File: src/rtl/cpu_pkg.sv
// Shared definitions for the CPU datapath: register indices, status flag bit positions and reset defaults.
// The register-select mux uses the same index constants, so bank and mux always agree on the encoding.
package cpu_pkg;

    localparam int REG_WIDTH = 8;
    localparam int SEL_WIDTH = 4;
    localparam int NUM_REGS  = 8;

    localparam logic [SEL_WIDTH-1:0] REG_A   = 4'd0;
    localparam logic [SEL_WIDTH-1:0] REG_X   = 4'd1;
    localparam logic [SEL_WIDTH-1:0] REG_Y   = 4'd2;
    localparam logic [SEL_WIDTH-1:0] REG_SP  = 4'd3;
    localparam logic [SEL_WIDTH-1:0] REG_P   = 4'd4;
    localparam logic [SEL_WIDTH-1:0] REG_PCL = 4'd5;
    localparam logic [SEL_WIDTH-1:0] REG_PCH = 4'd6;
    localparam logic [SEL_WIDTH-1:0] REG_TMP = 4'd7;

    localparam int FLAG_N   = 7;
    localparam int FLAG_V   = 6;
    localparam int FLAG_ONE = 5;
    localparam int FLAG_B   = 4;
    localparam int FLAG_D   = 3;
    localparam int FLAG_I   = 2;
    localparam int FLAG_Z   = 1;
    localparam int FLAG_C   = 0;

    localparam logic [REG_WIDTH-1:0] SP_RESET_VAL = 8'hFD;
    localparam logic [REG_WIDTH-1:0] P_RESET_VAL  = 8'h34;

    // One-hot write decode; selector values 8-15 decode to nothing.
    function automatic logic [NUM_REGS-1:0] sel_decode(input logic en, input logic [SEL_WIDTH-1:0] sel);
        logic [NUM_REGS-1:0] hot;
        hot = '0;
        if (en && !sel[SEL_WIDTH-1])
            hot[sel[2:0]] = 1'b1;
        return hot;
    endfunction

    function automatic logic is_index_reg(input logic [SEL_WIDTH-1:0] sel);
        return (sel == REG_A) || (sel == REG_X) || (sel == REG_Y);
    endfunction

endpackage

File: src/rtl/pc_counter.sv
// 16-bit program counter built from two byte registers; byte loads take priority over increment.
// Latency one edge; no backpressure, a load or increment is accepted every cycle.
module pc_counter #(
    parameter int W = 8
) (
    input  logic         clk,
    input  logic         rst_n,
    input  logic         ld_lo,
    input  logic         ld_hi,
    input  logic         inc,
    input  logic [W-1:0] ld_data,
    output logic [W-1:0] pcl,
    output logic [W-1:0] pch
);

    logic [2*W-1:0] pc_q;
    logic [2*W-1:0] pc_plus_one;

    assign pc_plus_one = pc_q + (2*W)'(1);

    // A load of either byte freezes the whole pair, so the untouched byte holds.
    always_ff @(posedge clk or negedge rst_n) begin
        if (!rst_n) begin
            pc_q <= '0;
        end else if (ld_lo || ld_hi) begin
            if (ld_lo)
                pc_q[W-1:0] <= ld_data;
            if (ld_hi)
                pc_q[2*W-1:W] <= ld_data;
        end else if (inc) begin
            pc_q <= pc_plus_one;
        end
    end

    assign pcl = pc_q[W-1:0];
    assign pch = pc_q[2*W-1:W];

endmodule

File: src/rtl/cpu_reg_bank.sv
// Architectural register bank (A, X, Y, SP, P, PCL, PCH, TMP) with PC increment, SP stepping and flag updates.
// Latency one edge, no write bypass; no backpressure, one bus write plus steps accepted every cycle.
module cpu_reg_bank
    import cpu_pkg::*;
#(
    parameter int                     SIGNAL_WIDTH   = REG_WIDTH,
    parameter int                     SELECTOR_WIDTH = SEL_WIDTH,
    parameter logic [SIGNAL_WIDTH-1:0] SP_RESET      = SP_RESET_VAL,
    parameter logic [SIGNAL_WIDTH-1:0] P_RESET       = P_RESET_VAL
) (
    input  logic                      clk,
    input  logic                      rst_n,
    input  logic                      wr_en,
    input  logic [SELECTOR_WIDTH-1:0] wr_sel,
    input  logic [SIGNAL_WIDTH-1:0]   wr_data,
    input  logic                      nz_en,
    input  logic                      c_we,
    input  logic                      c_in,
    input  logic                      v_we,
    input  logic                      v_in,
    input  logic                      pc_inc,
    input  logic                      sp_inc,
    input  logic                      sp_dec,
    output logic [SIGNAL_WIDTH-1:0]   reg_a,
    output logic [SIGNAL_WIDTH-1:0]   reg_x,
    output logic [SIGNAL_WIDTH-1:0]   reg_y,
    output logic [SIGNAL_WIDTH-1:0]   reg_sp,
    output logic [SIGNAL_WIDTH-1:0]   reg_p,
    output logic [SIGNAL_WIDTH-1:0]   reg_pcl,
    output logic [SIGNAL_WIDTH-1:0]   reg_pch,
    output logic [SIGNAL_WIDTH-1:0]   reg_tmp
);

    logic [NUM_REGS-1:0]     wr_hot;
    logic                    nz_upd;
    logic [SIGNAL_WIDTH-1:0] sp_nxt;
    logic [SIGNAL_WIDTH-1:0] p_nxt;

    assign wr_hot = sel_decode(wr_en, SEL_WIDTH'(wr_sel));
    assign nz_upd = wr_en && nz_en && is_index_reg(SEL_WIDTH'(wr_sel));

    always_ff @(posedge clk or negedge rst_n) begin
        if (!rst_n) begin
            reg_a   <= '0;
            reg_x   <= '0;
            reg_y   <= '0;
            reg_tmp <= '0;
        end else begin
            if (wr_hot[REG_A])
                reg_a <= wr_data;
            if (wr_hot[REG_X])
                reg_x <= wr_data;
            if (wr_hot[REG_Y])
                reg_y <= wr_data;
            if (wr_hot[REG_TMP])
                reg_tmp <= wr_data;
        end
    end

    always_comb begin
        sp_nxt = reg_sp;
        if (wr_hot[REG_SP]) begin
            sp_nxt = wr_data;
        end else begin
            unique case ({sp_inc, sp_dec})
                2'b10:   sp_nxt = reg_sp + SIGNAL_WIDTH'(1);
                2'b01:   sp_nxt = reg_sp - SIGNAL_WIDTH'(1);
                default: sp_nxt = reg_sp;
            endcase
        end
    end

    // A direct write to P overrides every flag update; bit 5 is hard-wired to 1.
    always_comb begin
        p_nxt = reg_p;
        if (wr_hot[REG_P]) begin
            p_nxt = wr_data;
        end else begin
            if (nz_upd) begin
                p_nxt[FLAG_N] = wr_data[SIGNAL_WIDTH-1];
                p_nxt[FLAG_Z] = (wr_data == '0);
            end
            if (c_we)
                p_nxt[FLAG_C] = c_in;
            if (v_we)
                p_nxt[FLAG_V] = v_in;
        end
        p_nxt[FLAG_ONE] = 1'b1;
    end

    always_ff @(posedge clk or negedge rst_n) begin
        if (!rst_n) begin
            reg_sp <= SP_RESET;
            reg_p  <= P_RESET;
        end else begin
            reg_sp <= sp_nxt;
            reg_p  <= p_nxt;
        end
    end

    pc_counter #(
        .W(SIGNAL_WIDTH)
    ) u_pc (
        .clk     (clk),
        .rst_n   (rst_n),
        .ld_lo   (wr_hot[REG_PCL]),
        .ld_hi   (wr_hot[REG_PCH]),
        .inc     (pc_inc),
        .ld_data (wr_data),
        .pcl     (reg_pcl),
        .pch     (reg_pch)
    );

endmodule

File: config.mk
export PLATFORM = sky130hd
export DESIGN_NAME = cpu_reg_bank
export DESIGN_NICKNAME = d
export VERILOG_FILES = /design/src/rtl/cpu_pkg.sv /design/src/rtl/pc_counter.sv /design/src/rtl/cpu_reg_bank.sv
export SDC_FILE = /design/constraint.sdc
export NUM_CORES = 1
export LEC_CHECK = 0
export CAP_MARGIN = 20
export CORE_ASPECT_RATIO = 1.5
export CORE_MARGIN = 10
export CORE_UTILIZATION = 40
export CTS_BUF_LIST = sky130_fd_sc_hd__clkbuf_8
export CTS_CLUSTER_SIZE = 10
export DETAILED_ROUTE_END_ITERATION = 8
export PLACE_DENSITY = 0.66
export SETUP_SLACK_MARGIN = 0.4
export SYNTH_ARGS = -nofsm -noshare
export SYNTH_HDL_FRONTEND = slang
export SYNTH_SLANG_ARGS = --single-unit
File: constraint.sdc
create_clock -name clk -period 3.4 [get_ports clk]
set_clock_uncertainty 0.1 [all_clocks]
set_input_delay 1.02 -clock clk [delete_from_list [all_inputs] [get_ports clk]]
set_output_delay 1.02 -clock clk [all_outputs]
set_load 0.05 [all_outputs]
==> flow_summary.toml, run 1 <==
[outcome]
outcome = "finished, final reports clean"

[hold_path]
hold_class = "flip-flop to flip-flop"
whs_path_depth = 1

[synthesis]
yosysWarnings = 0
syn_area_um2 = 3300
synthArstFlopShare = 1.00
syn_area_per_cell_um2 = 11.3
synth_cells = 292
ys_ff_latch = 63
ys_seq_area_frac = 0.482
ys_types = 65
synth_edf_count = 0
ys.flop_type = "dfrtp_1"
syn_nets = 317

[power]
power_density_nw_per_um2 = 888
p_leak_nw = 1.80
power_mw = 3.99
ir_worst_vdd_mv = 0.456

[cells_and_area]
drive_above_1_share = 0.230
area_growth_pct = 36.3
num_antenna_cells = 0
nets = 407
final_cell_mix = "clkdlybuf4s50_1 (84), dfrtp_1 (54), mux2_2 (37)"
final_common_cell = "clkdlybuf4s50_1"

[clock_tree]
cts_resized = 0
clock_sinks = 63
post_cts.repair.setup_buffers = 0
cts_buffers = 9
ctsHoldBuffers = 0
htree_num_levels = 3
clkTransAtPathRegs_ns = 0.08
cts_tree = "yes"
cts-root-buf = "clkbuf_8"
clock_latency_ns = 0.34
cts_max_path_buffers = 2

[critical_path]
cpLargestDelayFamily = "buffers and inverters"
crit_cells = 1
cp.arrival_ns = 1.78
cp_slowest_stage_delay_ns = 0.83
critPathRequiredTime_ns = 2.28
crit_type = "flip-flop to output port"
crit_slowest_cell = "clkdlybuf4s50_1"
cp_cell_sequence = "clkdlybuf4s50_1"
crit_fanout = 7
reg2regPathDepth = 5
critPathBufInv = 1
cp-end-kind = "output port"
start_kind = "flip-flop"

[grt]
antenna_found_initial = 0
grt_max_degree = 38
grt_pass1_vias = 2908
grt_overflow = 0
groute.usage.overall = 0.162
grt_pass1_wl_mm = 15.8

[timing]
max_freq_mhz = 345
post-route-period-util = 0.853
tns_ns = 0
hold_viol_final = 0
rsz0062_at_grt = "no"
min_period_ns = 2.90
setup_viol = 0
worst_pin_slew_ns = 0.830
maxSlewViolCount = 0
relSlewSlack = 0.447

[routing]
wl_mm = 9.77
detail-route-antenna-nets = 0
route.detailed.drc = 0
drtPass1Iterations = 5
vias = 2763
viasPerCell = 5.62
wl_per_cell_um = 19.8
drt_iter0_markers = 208

[placed_design]
port_buffers = 85
hpwlAfterDp_mm = 7.12
gp_routability_congestion = 0.894

[floorplanning]
rows = 40
die_h_um = 131
ioPinCount = 87
dieWidth_um = 94.1
start_util = 0.412
dieArea_um2 = 12300
core_um2 = 8010

[job]
cap_violations = 0
power by group:
group	switching, mW	leakage, nW	internal, mW
Sequential	0.269	0.734	1.02
Clock	0.296	0.114	0.430
Combinational	1.26	0.954	0.711
Total	1.83	1.80	2.16
sequential cells by signal, indices dropped and copies added (netlist names):
name	flops
reg_x	8
reg_p	7
u_pc.pc_q	16
reg_a	8
reg_sp	8
reg_y	8
reg_tmp	8
area by class of cell:
type	instances	area, µm²
Tap cell	105	131
Timing Repair Buffer	98	956
Fill cell	705	3510
Clock inverter	6	85.1
Multi-Input combinational cell	206	1580
Inverter	4	15.0
Clock buffer	10	138
Sequential cell	63	1590
Yosys cell counts, types with 3 or more instances:
library cell	count	share of area
and3_1	3	0.0057
nand4_1	7	0.013
xor2_1	4	0.011
a22oi_1	11	0.025
clkbuf_1	4	0.0046
nand3b_1	3	0.0068
nand3_1	14	0.021
mux2_2	37	0.13
nor3_1	10	0.015
nor2_1	6	0.0068
mux2i_1	4	0.012
o22ai_1	4	0.0076
dfstp_2	9	0.072
dfrtp_1	54	0.41
and2_1	3	0.0057
nor4_1	4	0.0076
nand2_1	18	0.020
o21ai_0	10	0.015
buf_4	5	0.011
o22a_1	5	0.013
inv_1	4	0.0046
a31o_2	4	0.011
xnor2_1	3	0.0080
buf_2	7	0.011
a2bb2oi_1	9	0.024
through the flow:
| step | hold slack [ns] | utilization | cell area, µm² | setup WS (ns) | cells |
|---|---|---|---|---|---|
| 2_1_floorplan | 0.586 | - | 3300 | 1.02 | 292 |
| 3_3_place_gp | 0.388 | 0.533 | 4270 | 0.278 | 476 |
| 3_5_place_dp | 0.392 | 0.533 | 4270 | 0.238 | 476 |
| 4_1_cts | 0.408 | 0.561 | 4490 | 0.477 | 492 |
| 5_1_grt | 0.433 | 0.561 | 4490 | 0.408 | 492 |
| 6_report | 0.404 | 0.561 | 4490 | 0.501 | 492 |
cells by family after synthesis:
| logic type | share of synthesized area |
|---|---|
| mux | 0.139 |
| fa+ha+maj | 0.00759 |
| simple gates | 0.158 |
| other cells | 0.00114 |
| xor+xnor | 0.0186 |
| flops | 0.482 |
| compound gates | 0.156 |
| buf+inv | 0.0391 |
routing by layer:
metal	vias up	share of wire	track usage
met5	-	0	0
met4	0	0.019	0.0619
met3	11	0.071	0.0570
met2	96	0.53	0.275
met1	1367	0.38	0.178
li1	1289	-	-
worst paths after layout:
path | endpoint | startpoint | slack (ns)
min | reg_x[1] | reg_x[1] | 0.40
max | reg_sp[0] | reg_sp[0] | 0.50
max reg2reg | u_pc.pc_q[14] | u_pc.pc_q[0] | 1.37
min in group asynchronous | u_pc.pc_q[4] | rst_n | 0.62
min reg2reg | reg_x[1] | reg_x[1] | 0.40
max in group asynchronous | reg_sp[2] | rst_n | 1.90
No activity file was read; power rests on OpenSTA's default activity.
==> run 2, diff against run 1 <==
Settings changed: CAP_MARGIN 20 to unset, CORE_UTILIZATION 40 to 54, PLACE_DENSITY 0.66 to 0.86.
Clock period 3.4 ns to 3.5 ns, I/O delays scaled along.
==> run 2 against run 1 <==
Core utilization rose by 19 points. Clock power fell by 13%. Combinational power fell by 3%. Via count rose by 3.6%. Global-route usage rose by 3.1 points. Register-to-register slack improved by 0.18 ns. Die area fell by 21%. Sequential power barely moved. Sequential share of layout area rose by 0.51 points.
==> flow_summary.toml, run 2 (synthesis gave the netlist of run 1 again) <==
[critical_path]
crit_slowest_cell = "clkdlybuf4s50_1"
cp_slowest_stage_delay_ns = 0.82
cp_cell_sequence = "clkdlybuf4s50_1"
crit_type = "flip-flop to output port"
cp.arrival_ns = 1.77
critPathBufInv = 1
cpLargestDelayFamily = "buffers and inverters"
critPathRequiredTime_ns = 2.35
cp-end-kind = "output port"
crit_fanout = 7
start_kind = "flip-flop"

[timing]
maxSlewViolCount = 0
hold_viol_final = 0
min_period_ns = 2.92
relSlewSlack = 0.484
tns_ns = 0
post-route-period-util = 0.835
worst_pin_slew_ns = 0.775
hold-worst-slack_ns = 0.410
rsz0062_at_grt = "no"
max_freq_mhz = 342
worst_slack_ns = 0.577
setup_viol = 0

[cells_and_area]
drive_above_1_share = 0.237
nets = 409
top_register = "u_pc.pc_q"
design_area_um2 = 4430
final_util = 0.754
num_antenna_cells = 0
area_growth_pct = 34.3
largest_reg_flops = 16
final_common_cell = "clkdlybuf4s50_1"
final_cell_mix = "clkdlybuf4s50_1 (84), dfrtp_1 (54), mux2_2 (37)"
final_cells = 461

[power]
comb_power_share = 0.503
clkPwrFrac = 0.166
power_mw = 3.82
power_density_nw_per_um2 = 861
swShare = 0.468
seqPwrFrac = 0.331
p_sw_mw = 1.79
ir_worst_vdd_mv = 0.592
p_leak_nw = 1.79
internal_power_mw = 2.03

[grt]
grt-busiest-layer = "met2"
grt_max_degree = 64
met2_usage = 0.328
grt_pass1_vias = 2891
antenna_found_initial = 0
grtUsageMet3 = 0.0562
grt_overflow = 0
groute.usage.overall = 0.193
grt_pass1_wl_mm = 15.1
gr-usage-met1 = 0.210

[floorplanning]
dieWidth_um = 83.8
core_um2 = 5870
rows = 34
die_h_um = 116
dieArea_um2 = 9700
start_util = 0.562
ioPinCount = 87

[routing]
wl_per_cell_um = 20.7
drtPass1Iterations = 5
detail-route-antenna-nets = 0
drt_iter0_markers = 283
route.detailed.drc = 0
wl_mm = 9.56
vias = 2863
viasPerCell = 6.21

[clock_tree]
cts-root-buf = "clkbuf_8"
clock_latency_ns = 0.34
ctsHoldBuffers = 0
cts_buffers = 9
cts_tree = "yes"
post_cts.repair.setup_buffers = 0
cts_max_path_buffers = 2
htree_num_levels = 3
clock_sinks = 63
clkTransAtPathRegs_ns = 0.07
cts_resized = 0

[placed_design]
port_buffers = 85
hpwlAfterDp_mm = 7.08
dp_cells = 445
gp_routability_congestion = 0.934
place_ws_ns = 0.394
post_dp_cell_area_um2 = 4230

[outcome]
outcome = "finished, final reports clean"

[job]
cap_violations = 0

[hold_path]
hold_class = "flip-flop to flip-flop"
-- run 2: worst register-to-register path, stage by stage, from the launching register on --
cell	delay, ns
dfrtp_1	0.50
ha_1	0.26
nand3_1	0.18
or4_1	0.51
a22oi_1	0.15
a2bb2oi_1	0.18
-- run 2: power groups by stage --
| stage | Clock [mW] | Sequential, mW | Combinational (mW) |
|---|---|---|---|
| after CTS | 0.637 | 1.25 | 1.94 |
| after global placement | 0 | 1.25 | 1.90 |
| final | 0.635 | 1.26 | 1.92 |
| after floorplan | 0 | 2.03 | 0.484 |
| after detailed placement | 0 | 1.27 | 1.93 |
| after global routing | 0.673 | 1.30 | 2.01 |
-- run 2: routing by layer --
metal / share of wire / up-vias
li1: - / 1298
met1: 0.37 / 1391
met2: 0.50 / 142
met3: 0.080 / 32
met4: 0.044 / 0
met5: 0 / -
-- run 2: final timing paths --
path / to / from / slack (ns) / depth (start not counted)
setup reg to reg: u_pc.pc_q[14] / u_pc.pc_q[0] / 1.55 / 5
setup / recovery: reg_sp[0] / reg_sp[0] / 0.58 / 1
hold reg to reg: reg_a[7] / reg_a[7] / 0.41 / 1
hold / removal: reg_a[7] / reg_a[7] / 0.41 / 1
max in group asynchronous: reg_tmp[2] / rst_n / 2.03 / 2
min in group asynchronous: reg_p[6] / rst_n / 0.75 / 2
-- run 2: cell type report --
cell class                 instances  area [µm²]
inverter                           4        15.0
clock inverter                     6        60.1
clock buffer                      10         138
timing repair buffer             100         958
fill                             426        1440
multi-input combinational        206        1580
tap                               72        90.1
sequential                        63        1590
